==> config.mk <==
export PLATFORM = sky130hd
export DESIGN_NAME = fc_3_argmax
export DESIGN_NICKNAME = d
export VERILOG_FILES = /design/src/rtl/fc_3_argmax.sv
export SDC_FILE = /design/constraint.sdc
export NUM_CORES = 1
export LEC_CHECK = 0
export ABC_AREA = 1
export CORE_MARGIN = 5
export CORE_UTILIZATION = 40
export CTS_CLUSTER_SIZE = 12
export DETAILED_ROUTE_END_ITERATION = 8
export GPL_TIMING_DRIVEN = 0
export PLACE_DENSITY = 0.59
export SKIP_CTS_REPAIR_TIMING = 1
export SLEW_MARGIN = 10
export SYNTH_ARGS = -nofsm -noshare
export SYNTH_HDL_FRONTEND = slang
export SYNTH_SLANG_ARGS = --single-unit
==> constraint.sdc <==
create_clock -name clk_i -period 5.3 [get_ports clk_i]
set_input_delay 1.06 -clock clk_i [delete_from_list [all_inputs] [get_ports clk_i]]
set_output_delay 1.06 -clock clk_i [all_outputs]
set_load 0.02 [all_outputs]
==> src/rtl/fc_3_argmax.sv <==
// fc_3_argmax: final classifier stage. Buffers 32 unsigned activations,
// computes OUTPUT_DIM biased class scores serially with a single MAC fed by
// external synchronous-read weight/bias ROMs, and reports the arg-max class.
// Optional feature macro: FC3_SCORE_OUT_EN -- when defined, every class score
// is streamed out on score_wren_o/score_addr_o/score_data_o; otherwise those
// ports are tied to 0.
module fc_3_argmax #(
    parameter int INPUT_DIM  = 32,
    parameter int OUTPUT_DIM = 10,
    parameter int ACT_WIDTH  = 4,
    parameter int W_WIDTH    = 4,
    parameter int BIAS_WIDTH = 8,
    parameter int ACC_WIDTH  = 16
) (
    input  logic                         clk_i,
    input  logic                         rst_n_i,
    input  logic                         in_wren_i,
    input  logic [4:0]                   in_addr_i,
    input  logic [25:0]                  in_data_i,
    input  logic                         start_i,
    output logic                         busy_o,
    output logic                         done_o,
    output logic [8:0]                   weight_addr_o,
    input  logic signed [W_WIDTH-1:0]    weight_i,
    output logic [3:0]                   bias_addr_o,
    input  logic signed [BIAS_WIDTH-1:0] bias_i,
    output logic [3:0]                   class_o,
    output logic signed [ACC_WIDTH-1:0]  max_score_o,
    output logic                         score_wren_o,
    output logic [3:0]                   score_addr_o,
    output logic signed [ACC_WIDTH-1:0]  score_data_o
);

    localparam int TOTAL  = OUTPUT_DIM * INPUT_DIM;
    localparam int IDX_W  = $clog2(INPUT_DIM);
    localparam int PROD_W = ACT_WIDTH + W_WIDTH + 1;
    localparam logic [8:0]       LAST_K   = 9'(TOTAL - 1);
    localparam logic [IDX_W-1:0] LAST_IDX = IDX_W'(INPUT_DIM - 1);

    typedef enum logic [1:0] {
        S_IDLE,
        S_RUN,
        S_DRAIN,
        S_DONE
    } state_t;

    state_t state_reg, state_next;

    logic                 busy_reg;
    logic                 done_reg;
    logic [1:0]           drain_cnt_reg;
    logic [8:0]           weight_addr_reg;
    logic [IDX_W-1:0]     idx_reg;
    logic [3:0]           bias_addr_reg;
    logic                 start_accept;

    // Only the low ACT_WIDTH bits of the upstream data word carry activation.
    logic                 unused_in_bits;
    assign unused_in_bits = ^in_data_i[25:ACT_WIDTH];

    assign start_accept = (state_reg == S_IDLE) && start_i;

    // ------------------------------------------------------------------
    // Activation buffer: one register per activation, frozen while busy
    // ------------------------------------------------------------------
    logic [ACT_WIDTH-1:0] act_reg [INPUT_DIM];

    generate
        for (genvar gi = 0; gi < INPUT_DIM; gi++) begin : g_act
            // Capture upstream writes addressed to this entry when idle.
            always_ff @(posedge clk_i or negedge rst_n_i) begin
                if (!rst_n_i) begin
                    act_reg[gi] <= '0;
                end else if (in_wren_i && !busy_reg && (in_addr_i == 5'(gi))) begin
                    act_reg[gi] <= in_data_i[ACT_WIDTH-1:0];
                end
            end
        end
    endgenerate

    // ------------------------------------------------------------------
    // Control FSM
    // ------------------------------------------------------------------
    // State register.
    always_ff @(posedge clk_i or negedge rst_n_i) begin
        if (!rst_n_i) begin
            state_reg <= S_IDLE;
        end else begin
            state_reg <= state_next;
        end
    end

    // Next-state logic: RUN sweeps all addresses, DRAIN lets the 3 trailing
    // pipeline stages empty, DONE is a single reporting cycle.
    always_comb begin
        state_next = state_reg;
        case (state_reg)
            S_IDLE:  if (start_i) state_next = S_RUN;
            S_RUN:   if (weight_addr_reg == LAST_K) state_next = S_DRAIN;
            S_DRAIN: if (drain_cnt_reg == 2'd2) state_next = S_DONE;
            S_DONE:  state_next = S_IDLE;
            default: state_next = S_IDLE;
        endcase
    end

    // Address counters; they hold their last value outside RUN.
    always_ff @(posedge clk_i or negedge rst_n_i) begin
        if (!rst_n_i) begin
            weight_addr_reg <= '0;
            idx_reg         <= '0;
            bias_addr_reg   <= '0;
        end else if (start_accept) begin
            weight_addr_reg <= '0;
            idx_reg         <= '0;
            bias_addr_reg   <= '0;
        end else if ((state_reg == S_RUN) && (weight_addr_reg != LAST_K)) begin
            weight_addr_reg <= weight_addr_reg + 9'd1;
            if (idx_reg == LAST_IDX) begin
                idx_reg       <= '0;
                bias_addr_reg <= bias_addr_reg + 4'd1;
            end else begin
                idx_reg <= idx_reg + 1'b1;
            end
        end
    end

    // Drain counter, busy flag and completion pulse.
    always_ff @(posedge clk_i or negedge rst_n_i) begin
        if (!rst_n_i) begin
            drain_cnt_reg <= '0;
            busy_reg      <= 1'b0;
            done_reg      <= 1'b0;
        end else begin
            drain_cnt_reg <= (state_reg == S_DRAIN) ? drain_cnt_reg + 2'd1 : 2'd0;
            done_reg      <= (state_reg == S_DONE);
            if (start_accept) begin
                busy_reg <= 1'b1;
            end else if (state_reg == S_DONE) begin
                busy_reg <= 1'b0;
            end
        end
    end

    // ------------------------------------------------------------------
    // Datapath pipeline
    // ------------------------------------------------------------------
    logic                        s1_valid_reg, s1_first_reg, s1_last_reg;
    logic [IDX_W-1:0]            s1_idx_reg;
    logic                        s2_valid_reg, s2_first_reg, s2_last_reg;
    logic signed [ACC_WIDTH-1:0] prod_reg;
    logic signed [BIAS_WIDTH-1:0] s2_bias_reg, s3_bias_reg;
    logic                        s3_last_reg;
    logic signed [ACC_WIDTH-1:0] acc_reg;

    logic [ACT_WIDTH-1:0]        act_sel;
    logic signed [PROD_W-1:0]    act_ext, w_ext, prod_full;
    logic signed [ACC_WIDTH-1:0] prod_ext, bias_ext, score;

    // Activation is unsigned: zero-extend it; weight is sign-extended.
    assign act_sel   = act_reg[s1_idx_reg];
    assign act_ext   = {{(PROD_W-ACT_WIDTH){1'b0}}, act_sel};
    assign w_ext     = {{(PROD_W-W_WIDTH){weight_i[W_WIDTH-1]}}, weight_i};
    assign prod_full = act_ext * w_ext;
    assign prod_ext  = {{(ACC_WIDTH-PROD_W){prod_full[PROD_W-1]}}, prod_full};
    assign bias_ext  = {{(ACC_WIDTH-BIAS_WIDTH){s3_bias_reg[BIAS_WIDTH-1]}}, s3_bias_reg};
    assign score     = acc_reg + bias_ext;

    // Stages 1-3: tag the ROM read, multiply, then accumulate per class.
    // The bias is captured alongside the weights because the bias address
    // has already moved on to the next class when the score is formed.
    always_ff @(posedge clk_i or negedge rst_n_i) begin
        if (!rst_n_i) begin
            s1_valid_reg <= 1'b0;
            s1_first_reg <= 1'b0;
            s1_last_reg  <= 1'b0;
            s1_idx_reg   <= '0;
            s2_valid_reg <= 1'b0;
            s2_first_reg <= 1'b0;
            s2_last_reg  <= 1'b0;
            s2_bias_reg  <= '0;
            prod_reg     <= '0;
            s3_last_reg  <= 1'b0;
            s3_bias_reg  <= '0;
            acc_reg      <= '0;
        end else begin
            s1_valid_reg <= (state_reg == S_RUN);
            s1_first_reg <= (idx_reg == '0);
            s1_last_reg  <= (idx_reg == LAST_IDX);
            s1_idx_reg   <= idx_reg;

            s2_valid_reg <= s1_valid_reg;
            s2_first_reg <= s1_first_reg;
            s2_last_reg  <= s1_last_reg;
            s2_bias_reg  <= bias_i;
            prod_reg     <= prod_ext;

            s3_last_reg  <= s2_valid_reg && s2_last_reg;
            if (start_accept) begin
                acc_reg <= '0;
            end else if (s2_valid_reg) begin
                acc_reg     <= s2_first_reg ? prod_reg : acc_reg + prod_reg;
                s3_bias_reg <= s2_bias_reg;
            end
        end
    end

    logic [3:0]                  class_cnt_reg, best_class_reg, class_reg;
    logic signed [ACC_WIDTH-1:0] best_score_reg, max_score_reg;

    // Stage 4: form the biased score and keep the first strict maximum.
    always_ff @(posedge clk_i or negedge rst_n_i) begin
        if (!rst_n_i) begin
            class_cnt_reg  <= '0;
            best_class_reg <= '0;
            best_score_reg <= '0;
        end else if (start_accept) begin
            class_cnt_reg  <= '0;
            best_class_reg <= '0;
            best_score_reg <= '0;
        end else if (s3_last_reg) begin
            class_cnt_reg <= class_cnt_reg + 4'd1;
            if ((class_cnt_reg == 4'd0) || (score > best_score_reg)) begin
                best_score_reg <= score;
                best_class_reg <= class_cnt_reg;
            end
        end
    end

    // Result registers, published only in the DONE cycle.
    always_ff @(posedge clk_i or negedge rst_n_i) begin
        if (!rst_n_i) begin
            class_reg     <= '0;
            max_score_reg <= '0;
        end else if (state_reg == S_DONE) begin
            class_reg     <= best_class_reg;
            max_score_reg <= best_score_reg;
        end
    end

`ifdef FC3_SCORE_OUT_EN
    logic                        score_wren_reg;
    logic [3:0]                  score_addr_reg;
    logic signed [ACC_WIDTH-1:0] score_data_reg;

    // Stream each class score out as it is formed.
    always_ff @(posedge clk_i or negedge rst_n_i) begin
        if (!rst_n_i) begin
            score_wren_reg <= 1'b0;
            score_addr_reg <= '0;
            score_data_reg <= '0;
        end else begin
            score_wren_reg <= s3_last_reg;
            if (s3_last_reg) begin
                score_addr_reg <= class_cnt_reg;
                score_data_reg <= score;
            end
        end
    end

    assign score_wren_o = score_wren_reg;
    assign score_addr_o = score_addr_reg;
    assign score_data_o = score_data_reg;
`else
    assign score_wren_o = 1'b0;
    assign score_addr_o = '0;
    assign score_data_o = '0;
`endif

    assign busy_o        = busy_reg;
    assign done_o        = done_reg;
    assign weight_addr_o = weight_addr_reg;
    assign bias_addr_o   = bias_addr_reg;
    assign class_o       = class_reg;
    assign max_score_o   = max_score_reg;

endmodule

# Yosys cells after proc, flatten, opt, wreduce, memory -nomap -nowiden
# Index checks and enable logic that the tools add are counted.
# totals
regBits	249
in_bits	47
# classes
order_cmp	2
muxes	29
mul	1
n_addsub	7
n_bitwise	2
reduce_logical	52
eq_ne	41
# op_table
operator	count
$mux W16	6
$eq A5 B5 Y1 const B	17
$eq A5 B4 Y1 const B	8
$mux W4	10
$logic_and A1 B1 Y1	36
$bmux W4 S5	1
$eq A5 B3 Y1 const B	4
$mux W9	2
$add A16 B8 Y16	1
$add A16 B9 Y16	1
$gt A16 B16 Y1	1
$mux W5	3
$reduce_bool A2 Y1	6
$eq A5 B2 Y1 const B	2
$logic_not A5 Y1	2
$add A9 B1 Y9 const B	1
$eq A9 B9 Y1 const B	1
$mul A5 B4 Y9	1
$ne A9 B9 Y1 const B	1
$add A4 B1 Y4 const B	2
$mux W2	4
$pmux W2 S4	1
$eq A2 B2 Y1 const B	3
$ge A6 B6 Y1 const B	1
14 further kinds	19

# Longest topological paths before layout
# depth
depth_word	6
ltp_mapped	25
ltp_nobuf	24

# Least setup slack after synthesis
# Ideal clock, no wire load.
# synth_timing
path_type	register to register
from	register s1_idx_reg[0]
to	register prod_reg[7]
setup_time_ps	80
required_time_ps	5220
arrival_ps	3832
path_stages_with_launch	19
synth_period_minus_slack_ps	3912
setup_slack_ps	1388
path_buffers	2
path_cell_list	dfrtp_1 > buf_4 > buf_2 > o21ai_0 > o22ai_1 > o21ai_0 > nand3_1 > nand2_2 > nand2_1 > fa_1 > fa_1 > fa_1 > inv_1 > ha_1 > fa_1 > a21oi_1 > nor2_1 > nor2_1 > xnor2_1
# synth_via
elab_chain_cells	5
# synth_lines
item	line_no	rtl
from (decl)	148	logic [IDX_W-1:0] s1_idx_reg;
from (signal assigned)	189	s1_idx_reg <= idx_reg;
$not A5 Y6 (not written as such)	160	assign act_sel = act_reg[s1_idx_reg];
$bmux W4 S5	160	
$mux W4 (not written as such) (2 in series)	160	
$mul A5 B4 Y9	163	assign prod_full = act_ext * w_ext;
named net prod_full[7]	156	logic signed [PROD_W-1:0] act_ext, w_ext, prod_full;
to (signal assigned)	195	prod_reg <= prod_ext;
to (decl)	150	logic signed [ACC_WIDTH-1:0] prod_reg;
# The timed path passes the listed nets, and every way through them passes these cells. The select of a mux whose other input is x is not followed.
# A chain may end at the register's enable or synchronous reset.

# Final worst setup path
# layout_timing
from	register s1_idx_reg[1]
to	register prod_reg[7]
# The elaborated chain is that of the path after synthesis.

==> run metrics <==
status finished, final reports clean; buffer and inverter count on the worst path 3; initial core utilization 40.61%; largest net degree at the start of global routing 70; Post-Syn Instances 1603; Fin. Hold Viols 0; CP max-delay cell fa_1; Post-synth EDFFs 0; Port Buffer Count 59; leakage 7.522 nW; endpoint class of the critical path flip-flop; net total in the final layout 1845; Startpoint Class flip-flop; worst reg-to-reg setup slack 0.39 ns; WL per Instance 16.63 um; Final period util 92.66%; remaining global-route overflow 0; Slew headroom 40.56%; Largest register FFs 128; Worst Hold Class flip-flop to flip-flop; P&R area growth vs syn 16.63%; worst hold start s1_last_reg$_DFF_PN0_; Worst VDD drop 0.2621 mV; Clock Skew 0.009983 ns; Fillers 3268; vias 11090; worst reg2reg path endpoint prod_reg[7]$_DFF_PN0_; Max Cap Viol 0; core area 32700 um^2; Residual DRC 0; Cell Area, Synth 13280 um^2; proportion of layout cells with a drive suffix above 1 6.851%; Post-DP Area 14590 um^2; #FFs+latches synth 249; die footprint 36950 um^2; PD cells 616.9 nW/um^2; final instance area 15490 um^2; Fmax achieved 203.6 MHz; H-tree depth 1; Die W 192.2 um; hold path depth 0; crit path time final 4.911 ns; vias in the first global route 10770; Final GP Congestion 0.9525; Worst-path clk slew 0.06 ns; first-pass GRT wire length 58.20 mm; Syn Area/Cell 8.285 um^2; WHS 0.3516 ns; non-filler cells, final 2181; Die Y 192.2 um; Clock Path Buffers 3; placed insts 2127; std cell rows 66; Hold Path Sink s2_last_reg$_DFF_PN0_; RSZ-0062 raised after global routing false; First-pass DRT Iterations 6; TritonCTS Buffers 28; slowest cell delay on critical path 0.52 ns; Unique masters post-synth 44; Async SR Flop Fraction 100.0%; antenna-violating nets left 0; R2R cell count 19; initial detailed-routing violation count 910; Setup Crit Path Kind flip-flop to flip-flop; final setup fails 0; worst r2r src s1_idx_reg[1]$_DFF_PN0_; Seq/Total Area, Yosys 46.91%; crit-path cells inv_1 -> clkbuf_1 -> o21ai_0 -> o221ai_1 -> nand3_1 -> nand2_1 -> nand2_1 -> nand2_1 -> nand2_1 -> fa_1 -> fa_1 -> fa_1 -> inv_1 -> ha_1 -> fa_1 -> a21oi_1 -> nor2_1 -> nor2_1 -> xnor2_1; Via density 5.086; Total GRT Usage 19.78%; crit-path max FO 10; worst-margin pin slew 0.8848 ns; WL final 36.28 mm; Clk Latency, worst-skew pair 0.55 ns; CP arrival 5.38 ns; Max Slew Vio Count 0; crit path launch s1_idx_reg[1]$_DFF_PN0_; clock root cell clkbuf_16; CTS tree built; Synth Flop Type dfrtp_1; Warnings, synthesis 0; # clock sinks 249; Ports 103; HPWL Detailed 25.95 mm; number of antenna violations at the first check in global routing 2; CP delay by family, top adder cells; worst endpoint required time 5.77 ns
through the flow:
| step | power, mW | setup TNS [ns] | setup WS, ns | utilization (%) |
|---|---|---|---|---|
| 6_report | 9.555 | 0 | 0.3888 | 47.37 |
| 5_1_grt | 10.47 | 0 | 0.1479 | 47.37 |
| 4_1_cts | 9.634 | 0 | 0.4488 | 47.35 |
| 3_5_place_dp | 7.693 | 0 | 0.4764 | 44.61 |
| 3_3_place_gp | 7.588 | -1950.47 | -7.862 | 44.34 |
| 2_1_floorplan | 6.253 | 0 | 1.388 | - |
routing by layer:
metal	global-route usage (%)	wire (um)	vias to the layer above
met2	32.12	16810	299
met4	6.528	1177	0
met3	3.708	1974	71
met5	0	0	-
li1	-	-	5507
met1	26.78	16310	5215
how the worst max path moves through the flow:
stage	endpoint	slack, ns	cells past startpoint
global route	prod_reg[7]$_DFF_PN0_	0.15	19
detailed placement	prod_reg[7]$_DFF_PN0_	0.48	19
CTS	prod_reg[7]$_DFF_PN0_	0.45	19
finish	prod_reg[7]$_DFF_PN0_	0.39	19
global placement	weight_addr_o[1]$_DFFE_PN0P_	-7.86	1
floorplan	prod_reg[7]$_DFF_PN0_	1.39	18
final cells by class:
class	count	area [um^2]	share of cell area, %
antenna	2	5.005	0.03231
clock inverter	9	48.80	0.3150
buffer	76	420.4	2.714
sequential	249	6231	40.23
timing repair buffer	62	678.2	4.378
inverter	143	536.8	3.465
multi-input combinational	1155	6168	39.82
tap	442	553.0	3.570
clock buffer	43	848.3	5.477
logic make-up (layout without fill, tap and decap cells):
group,count (synthesis),in the layout,synth area share (%)
DFF,249,249,46.91
buffers and inverters,219,333,7.207
muxes,6,6,0.4993
adders and majority gates,83,83,8.215
and+or+nand+nor,655,655,20.28
xor gates and xnor gates,28,28,1.846
AOI/OAI and AO/OA,362,362,15.01
other,1,23,0.02823
report_power, final:
| group | internal [mW] | switching (mW) | leakage, nW |
|---|---|---|---|
| Sequential | 2.48 | 0.401 | 3.25 |
| Clock | 1.10 | 0.795 | 0.451 |
| Combinational | 1.77 | 3.01 | 3.82 |
| Total | 5.35 | 4.21 | 7.52 |
Yosys cell counts (3+ instances only):
library cell,number,area share (%)
nand2_1,376,11
inv_1,136,3.8
o221ai_1,26,1.7
inv_2,4,0.11
nand4_1,20,0.94
clkbuf_1,35,0.99
nor2_1,160,4.5
xor2_1,20,1.3
nand2_2,7,0.33
nand3_1,63,2.4
o31ai_1,5,0.28
nor3_1,15,0.57
buf_4,24,1.4
o22ai_1,6,0.28
or2_2,3,0.14
xnor2_1,8,0.53
ha_1,76,7.2
buf_2,12,0.45
fa_1,7,1.1
a21o_1,3,0.17
mux2_2,5,0.42
dfrtp_1,249,47
buf_6,4,0.34
o21bai_1,6,0.34
clkinv_1,3,0.085
a21oi_1,65,2.4
o21ai_0,239,9.0
o21a_1,3,0.17
placed cells by master, fill, tap and decap left out, types with 12 or more instances in the layout:
| cell | n |
|---|---|
| buf_4 | 24 |
| a21oi_1 | 65 |
| xor2_1 | 20 |
| o21ai_0 | 239 |
| nand2_1 | 376 |
| o221ai_1 | 26 |
| nor2_1 | 160 |
| ha_1 | 76 |
| clkbuf_1 | 42 |
| conb_1 | 21 |
| clkbuf_16 | 29 |
| nor3_1 | 15 |
| clkdlybuf4s50_1 | 58 |
| inv_1 | 136 |
| dfrtp_1 | 249 |
| buf_2 | 12 |
| nand4_1 | 20 |
| nand3_1 | 63 |
Note: power is estimated with default switching activity, not from simulation.
